### src/rtl/fetch_unit_if.sv
// Fetch-stage bus bundle: instruction-memory request/response, redirect input and decode output.
// Handshake: a transfer happens on a rising edge where valid and ready are both 1; the payload
// must hold while valid is high and ready is low. imem_rsp_valid and redirect_valid carry no ready.
interface fetch_unit_if;
  logic        imem_req_valid;
  logic        imem_req_ready;
  logic [31:0] imem_req_addr;
  logic        imem_rsp_valid;
  logic [31:0] imem_rsp_data;
  logic        redirect_valid;
  logic [31:0] redirect_pc;
  logic        instr_valid;
  logic        instr_ready;
  logic [31:0] instruction;
  logic [31:0] instr_pc;

  modport master (
    output imem_req_valid, imem_req_addr,
    input  imem_req_ready, imem_rsp_valid, imem_rsp_data,
    input  redirect_valid, redirect_pc,
    output instr_valid, instruction, instr_pc,
    input  instr_ready
  );

  modport slave (
    input  imem_req_valid, imem_req_addr,
    output imem_req_ready, imem_rsp_valid, imem_rsp_data,
    output redirect_valid, redirect_pc,
    input  instr_valid, instruction, instr_pc,
    output instr_ready
  );
endinterface

### src/rtl/fetch_unit.sv
// Instruction fetch stage: sequential PC generation, single-outstanding memory requests,
// prefetch FIFO toward decode, and redirect handling that flushes and drops stale responses.
module fetch_unit #(
  parameter logic [31:0] RESET_PC   = 32'h0000_0000,
  parameter int          FIFO_DEPTH = 2
) (
  input  logic              clk,
  input  logic              rst,
  fetch_unit_if.master      bus,
  output logic [1:0]        o_dbg_state
);
  localparam int PW = $clog2(FIFO_DEPTH);
  localparam int CW = PW + 1;

  typedef enum logic [1:0] {
    IDLE = 2'd0,
    REQ  = 2'd1,
    WAIT = 2'd2,
    DROP = 2'd3
  } state_t;

  state_t        r_state;
  logic [31:0]   r_fetch_pc;
  logic [31:0]   r_req_pc;
  logic [31:0]   r_fifo_data [FIFO_DEPTH];
  logic [31:0]   r_fifo_pc   [FIFO_DEPTH];
  logic [PW-1:0] r_wr_ptr;
  logic [PW-1:0] r_rd_ptr;
  logic [CW-1:0] r_count;

  logic        w_redirect;
  logic [31:0] w_redirect_pc;
  logic        w_credit;
  logic        w_credit_after_push;
  logic        w_push;
  logic        w_pop;
  logic        w_instr_valid;

  assign w_redirect    = bus.redirect_valid;
  assign w_redirect_pc = {bus.redirect_pc[31:2], 2'b00};

  // Nothing is outstanding in IDLE, and in WAIT the outstanding request becomes the pushed entry,
  // so both credit tests reduce to the registered FIFO count.
  assign w_credit            = r_count < CW'(FIFO_DEPTH);
  assign w_credit_after_push = (r_count + CW'(1)) < CW'(FIFO_DEPTH);

  assign w_push        = (r_state == WAIT) && bus.imem_rsp_valid && !w_redirect;
  assign w_instr_valid = (r_count != '0) && !w_redirect;
  assign w_pop         = w_instr_valid && bus.instr_ready;

  assign bus.imem_req_valid = (r_state == REQ);
  assign bus.imem_req_addr  = r_fetch_pc;
  assign bus.instr_valid    = w_instr_valid;
  assign bus.instruction    = r_fifo_data[r_rd_ptr];
  assign bus.instr_pc       = r_fifo_pc[r_rd_ptr];
  assign o_dbg_state        = r_state;

  always_ff @(posedge clk or posedge rst) begin
    if (rst) begin
      r_state    <= IDLE;
      r_fetch_pc <= RESET_PC;
      r_req_pc   <= '0;
    end else if (w_redirect) begin
      // A request accepted in the redirect cycle is still outstanding, so its response must be dropped.
      r_fetch_pc <= w_redirect_pc;
      case (r_state)
        IDLE:       r_state <= REQ;
        REQ:        r_state <= bus.imem_req_ready ? DROP : REQ;
        WAIT, DROP: r_state <= bus.imem_rsp_valid ? REQ : DROP;
        default:    r_state <= IDLE;
      endcase
    end else begin
      case (r_state)
        IDLE: if (w_credit) r_state <= REQ;
        REQ: begin
          if (bus.imem_req_ready) begin
            r_fetch_pc <= r_fetch_pc + 32'd4;
            r_req_pc   <= r_fetch_pc;
            r_state    <= WAIT;
          end
        end
        WAIT: if (bus.imem_rsp_valid) r_state <= w_credit_after_push ? REQ : IDLE;
        DROP: if (bus.imem_rsp_valid) r_state <= REQ;
        default: r_state <= IDLE;
      endcase
    end
  end

  always_ff @(posedge clk or posedge rst) begin
    if (rst) begin
      r_wr_ptr <= '0;
      r_rd_ptr <= '0;
      r_count  <= '0;
      for (int i = 0; i < FIFO_DEPTH; i++) begin
        r_fifo_data[i] <= '0;
        r_fifo_pc[i]   <= '0;
      end
    end else if (w_redirect) begin
      r_wr_ptr <= '0;
      r_rd_ptr <= '0;
      r_count  <= '0;
    end else begin
      if (w_push) begin
        r_fifo_data[r_wr_ptr] <= bus.imem_rsp_data;
        r_fifo_pc[r_wr_ptr]   <= r_req_pc;
        r_wr_ptr              <= r_wr_ptr + PW'(1);
      end
      if (w_pop) r_rd_ptr <= r_rd_ptr + PW'(1);
      case ({w_push, w_pop})
        2'b10:   r_count <= r_count + CW'(1);
        2'b01:   r_count <= r_count - CW'(1);
        default: r_count <= r_count;
      endcase
    end
  end
endmodule

### src/flat_wrapper.sv
// flat-port wrapper written by rule: the top's interface ports become plain ports
module fetch_unit_flat 
#(
  parameter logic [31:0] RESET_PC   = 32'h0000_0000,
  parameter int          FIFO_DEPTH = 2
)
  (clk, rst, o_dbg_state, bus_imem_req_valid, bus_imem_req_addr, bus_imem_req_ready, bus_imem_rsp_valid, bus_imem_rsp_data, bus_redirect_valid, bus_redirect_pc, bus_instr_valid, bus_instruction, bus_instr_pc, bus_instr_ready);
  fetch_unit_if bus_i ();
  input  logic clk;
  input  logic rst;
  output logic [1:0] o_dbg_state;
  output wire logic [$bits(bus_i.imem_req_valid)-1:0] bus_imem_req_valid;
  output wire logic [$bits(bus_i.imem_req_addr)-1:0] bus_imem_req_addr;
  input wire logic [$bits(bus_i.imem_req_ready)-1:0] bus_imem_req_ready;
  input wire logic [$bits(bus_i.imem_rsp_valid)-1:0] bus_imem_rsp_valid;
  input wire logic [$bits(bus_i.imem_rsp_data)-1:0] bus_imem_rsp_data;
  input wire logic [$bits(bus_i.redirect_valid)-1:0] bus_redirect_valid;
  input wire logic [$bits(bus_i.redirect_pc)-1:0] bus_redirect_pc;
  output wire logic [$bits(bus_i.instr_valid)-1:0] bus_instr_valid;
  output wire logic [$bits(bus_i.instruction)-1:0] bus_instruction;
  output wire logic [$bits(bus_i.instr_pc)-1:0] bus_instr_pc;
  input wire logic [$bits(bus_i.instr_ready)-1:0] bus_instr_ready;
  assign bus_imem_req_valid = bus_i.imem_req_valid;
  assign bus_imem_req_addr = bus_i.imem_req_addr;
  assign bus_i.imem_req_ready = bus_imem_req_ready;
  assign bus_i.imem_rsp_valid = bus_imem_rsp_valid;
  assign bus_i.imem_rsp_data = bus_imem_rsp_data;
  assign bus_i.redirect_valid = bus_redirect_valid;
  assign bus_i.redirect_pc = bus_redirect_pc;
  assign bus_instr_valid = bus_i.instr_valid;
  assign bus_instruction = bus_i.instruction;
  assign bus_instr_pc = bus_i.instr_pc;
  assign bus_i.instr_ready = bus_instr_ready;
  fetch_unit #(.RESET_PC(RESET_PC), .FIFO_DEPTH(FIFO_DEPTH)) u_core (.clk(clk), .rst(rst), .bus(bus_i), .o_dbg_state(o_dbg_state));
endmodule
### config.mk
export PLATFORM = sky130hd
export DESIGN_NAME = fetch_unit_flat
export DESIGN_NICKNAME = d
export VERILOG_FILES = /design/src/rtl/fetch_unit_if.sv /design/src/rtl/fetch_unit.sv /design/src/flat_wrapper.sv
export SDC_FILE = /design/constraint.sdc
export NUM_CORES = 1
export LEC_CHECK = 0
export BUFFER_PORTS_ARGS = -buffer_cell sky130_fd_sc_hd__buf_2
export CAP_MARGIN = 20
export CORE_UTILIZATION = 55
export CTS_CLUSTER_DIAMETER = 200
export DETAILED_ROUTE_END_ITERATION = 7
export PLACE_DENSITY_LB_ADDON = 0.12
export SYNTH_ARGS = -nofsm -noshare
export SYNTH_HDL_FRONTEND = slang
export SYNTH_SLANG_ARGS = --single-unit
### constraint.sdc
create_clock -name clk -period 7.04 [get_ports clk]
set_input_delay 0.352 -clock clk [delete_from_list [all_inputs] [get_ports clk]]
set_output_delay 0.352 -clock clk [all_outputs]
set_load 0.05 [all_outputs]
==> run metrics <==
status=finished, final reports clean; Worst-Margin Slew=between 0.9 and 1 ns; Avg Inst Size Synth=about 13 um2; vias in the first global route=around 5700; Register-to-Register Path Depth=4; CTS Root Cell=clkbuf_16; final non-filler cell total=984; Sum Neg Setup Slack=0 ns; Data required, critical path=7.35 ns; Hold WS=between 0.02 and 0.03 ns; Final Hold Viols=0; Worst-Skew Late Latency=around 0.42 ns; clk slew on worst S/H paths=about 0.07 ns; Max Cap Violations=0; Die Ht=126 um; GPL Wtd Cong=roughly 0.80; CTS tree=yes; type of origin of the critical path=flip-flop; dpl hpwl=around 11000 um; Synthesis Warnings=0; 1st-pass router iterations=4; initial antenna violation count=0; Critical Path Sink Type=flip-flop; Antenna Cells=0; setup ws final=around 4.2 ns; # IOs=170; final clock skew=slightly above 0.009 ns; layout cells sized above 1=between 50% and 60%; Reg area=0.00476 mm2; Data arrival, critical path=3.15 ns; Post-Synthesis Cell Area=between 0.008 and 0.009 mm2; Slew HR=between 30% and 40%; Resize count post-CTS=0; Pleak=between 4 and 5 nW; cts bufs inserted=17; Setup CP Type=reg -> reg; power per cell area=about 410 mW/mm2; # Post-CTS Setup Buffers=0; initial drt markers=around 210; ys async rst share=between 90% and 100%; Horiz. Die Dim=roughly 130 um; Port Buffers=approximately 160; clk buf depth=2; first-pass GRT wire length=about 29000 um; EDFF count, synth=0; Pwr Total=roughly 4 mW; Max IR drop VDD=261 uV; post-synth cell types=39; total global-route track usage=between 20% and 30%; die area=between 0.015 and 0.02 mm2; placed cells=roughly 950; pre-CTS WS=approximately 4.2 ns; post-route minimum period=2.85 ns; CP Max Fanout=55; remaining global-route overflow=0; largest net degree at the start of global routing=approximately 110; detailed-route DRC error count=0; std cell rows=45; # nets final=~860; CTS HTree Levels=4; fmax=~350 MHz; area of the multi-input gates=about 0.0035 mm2; Hold WC Path Type=in -> async; final wirelength=17500 um; fin crit share=between 40 and 50%; Initial Util=56.2%; via count=~5600; CTS Sinks=between 150 and 200; vias per cell=5.66; unrepaired setup endpoints after global routing=no; max-slew violation count=0; sequential area share after synthesis=55.9%; DR WL/cell=roughly 18 um; Yosys reg bits=190; final setup violation count=0; area of the core=between 0.015 and 0.02 mm2; Worst R2R Setup Slack=4.19 ns; cells after synthesis=635; hold bufs inserted after CTS=0; area delta synth->final=17.9%; ANT nets after route=0; fillers=approximately 1100; Synth Flop Type=dfrtp_1
[path summary, 6_finish.rpt]
path | from | to
min in group clk | bus_redirect_pc[2] | u_core.bus.imem_req_addr[2]
max in group asynchronous | rst | u_core.r_rd_ptr
min reg2reg | u_core.r_fifo_pc[22] | u_core.r_fifo_pc[22]
max | u_core.o_dbg_state[0] | u_core.r_fifo_data[63]
max reg2reg | u_core.o_dbg_state[0] | u_core.r_fifo_data[63]
min | rst | u_core.r_fifo_data[49]
[layout make-up]
type,instances,share of cell area (%)
clock inverters,14,1.42
clock buffers,18,4.28
multi-input cells,395,35.4
flip-flops and latches,190,47.4
well taps,188,2.35
repair buffers,167,8.63
inverters,12,0.524
[metrics by stage]
stage / util [%] / instance area (um2)
after floorplan: - / 8520
after global placement: 62.2 / 9430
after detailed placement: 62.2 / 9430
after CTS: 66.0 / 10000
after global routing: 66.2 / 10000
final: 66.2 / 10000
[sequential cells by signal, summed over array words and instances (netlist names)]
signal / flops
u_core.r_fifo_data: 64
u_core.r_fifo_pc: 60
u_core.bus.imem_req_addr: 30
u_core.r_req_pc: 30
u_core.o_dbg_state: 2
u_core.r_count: 2
u_core.r_rd_ptr: 1
u_core.r_wr_ptr: 1
[where the power goes]
group | total (mW) | leakage, nW | internal, mW | switching, mW
clock network | 0.929 | 0.276 | 0.523 | 0.407
logic | 1.62 | 2.17 | 0.543 | 1.07
registers | 1.54 | 2.45 | 1.36 | 0.179
[critical path, cell delays in order, from the launching register on]
cell	delay, ns
dfrtp_1	0.41
nand3b_1	0.36
nor3_2	0.74
buf_4	0.77
mux2_2	0.42
[synthesized netlist by cell type (2+ instances only)]
| master | instances | area [um2] |
|---|---|---|
| buf_6 | 2 | 22.5 |
| inv_1 | 12 | 45.0 |
| o31ai_1 | 12 | 90.1 |
| buf_2 | 6 | 30.0 |
| mux2_2 | 217 | 2440 |
| nor3_1 | 5 | 25.0 |
| nand3_1 | 11 | 55.1 |
| nor2_1 | 23 | 86.3 |
| clkbuf_1 | 26 | 97.6 |
| mux2i_1 | 3 | 30.0 |
| or4_1 | 15 | 113 |
| buf_4 | 4 | 30.0 |
| and4_1 | 2 | 17.5 |
| xor2_1 | 7 | 61.3 |
| nand2_1 | 27 | 101 |
| o21ai_0 | 15 | 75.1 |
| nand3b_1 | 2 | 15.0 |
| nand4_2 | 2 | 25.0 |
| ha_1 | 2 | 25.0 |
| or2_2 | 3 | 18.8 |
| a31oi_1 | 13 | 81.3 |
| nand4_1 | 7 | 43.8 |
| dfrtp_1 | 190 | 4750 |
| buf_1 | 3 | 11.3 |
| nor4_1 | 4 | 25.0 |
| xnor2_1 | 9 | 78.8 |
[placed cells by master, fill, tap and decap left out, types with 9 or more instances in the layout]
cell,count
nand2_1,26
a31oi_1,13
dfrtp_1,189
nor2_1,22
nand3_1,11
o31ai_1,12
buf_2,163
or4_1,15
inv_1,11
mux2_2,217
clkbuf_16,17
o21ai_0,15
xnor2_1,9
[layer usage]
metal	vias to the layer above	wire length [um]	track usage [%]
met3	22	916	5.53
li1	2573	-	-
met4	0	260	8.22
met2	162	8680	38.6
met5	-	0	0
met1	2812	7650	29.4
[kinds of logic (layout without fill, tap and decap cells)]
group                      Yosys count  after routing  share of synthesized area, %
muxes                              220            220                          29.1
DFF                                190            190                          55.9
and+or+nand+nor                    107            107                          6.75
buffers and inverters               53            211                          2.78
AOI/OAI and AO/OA                   46             46                          3.50
xor gates and xnor gates            16             16                          1.65
adders and majority gates            2              2                         0.294
other                                1              4                        0.0441
Note: power is estimated with default switching activity, not from simulation.
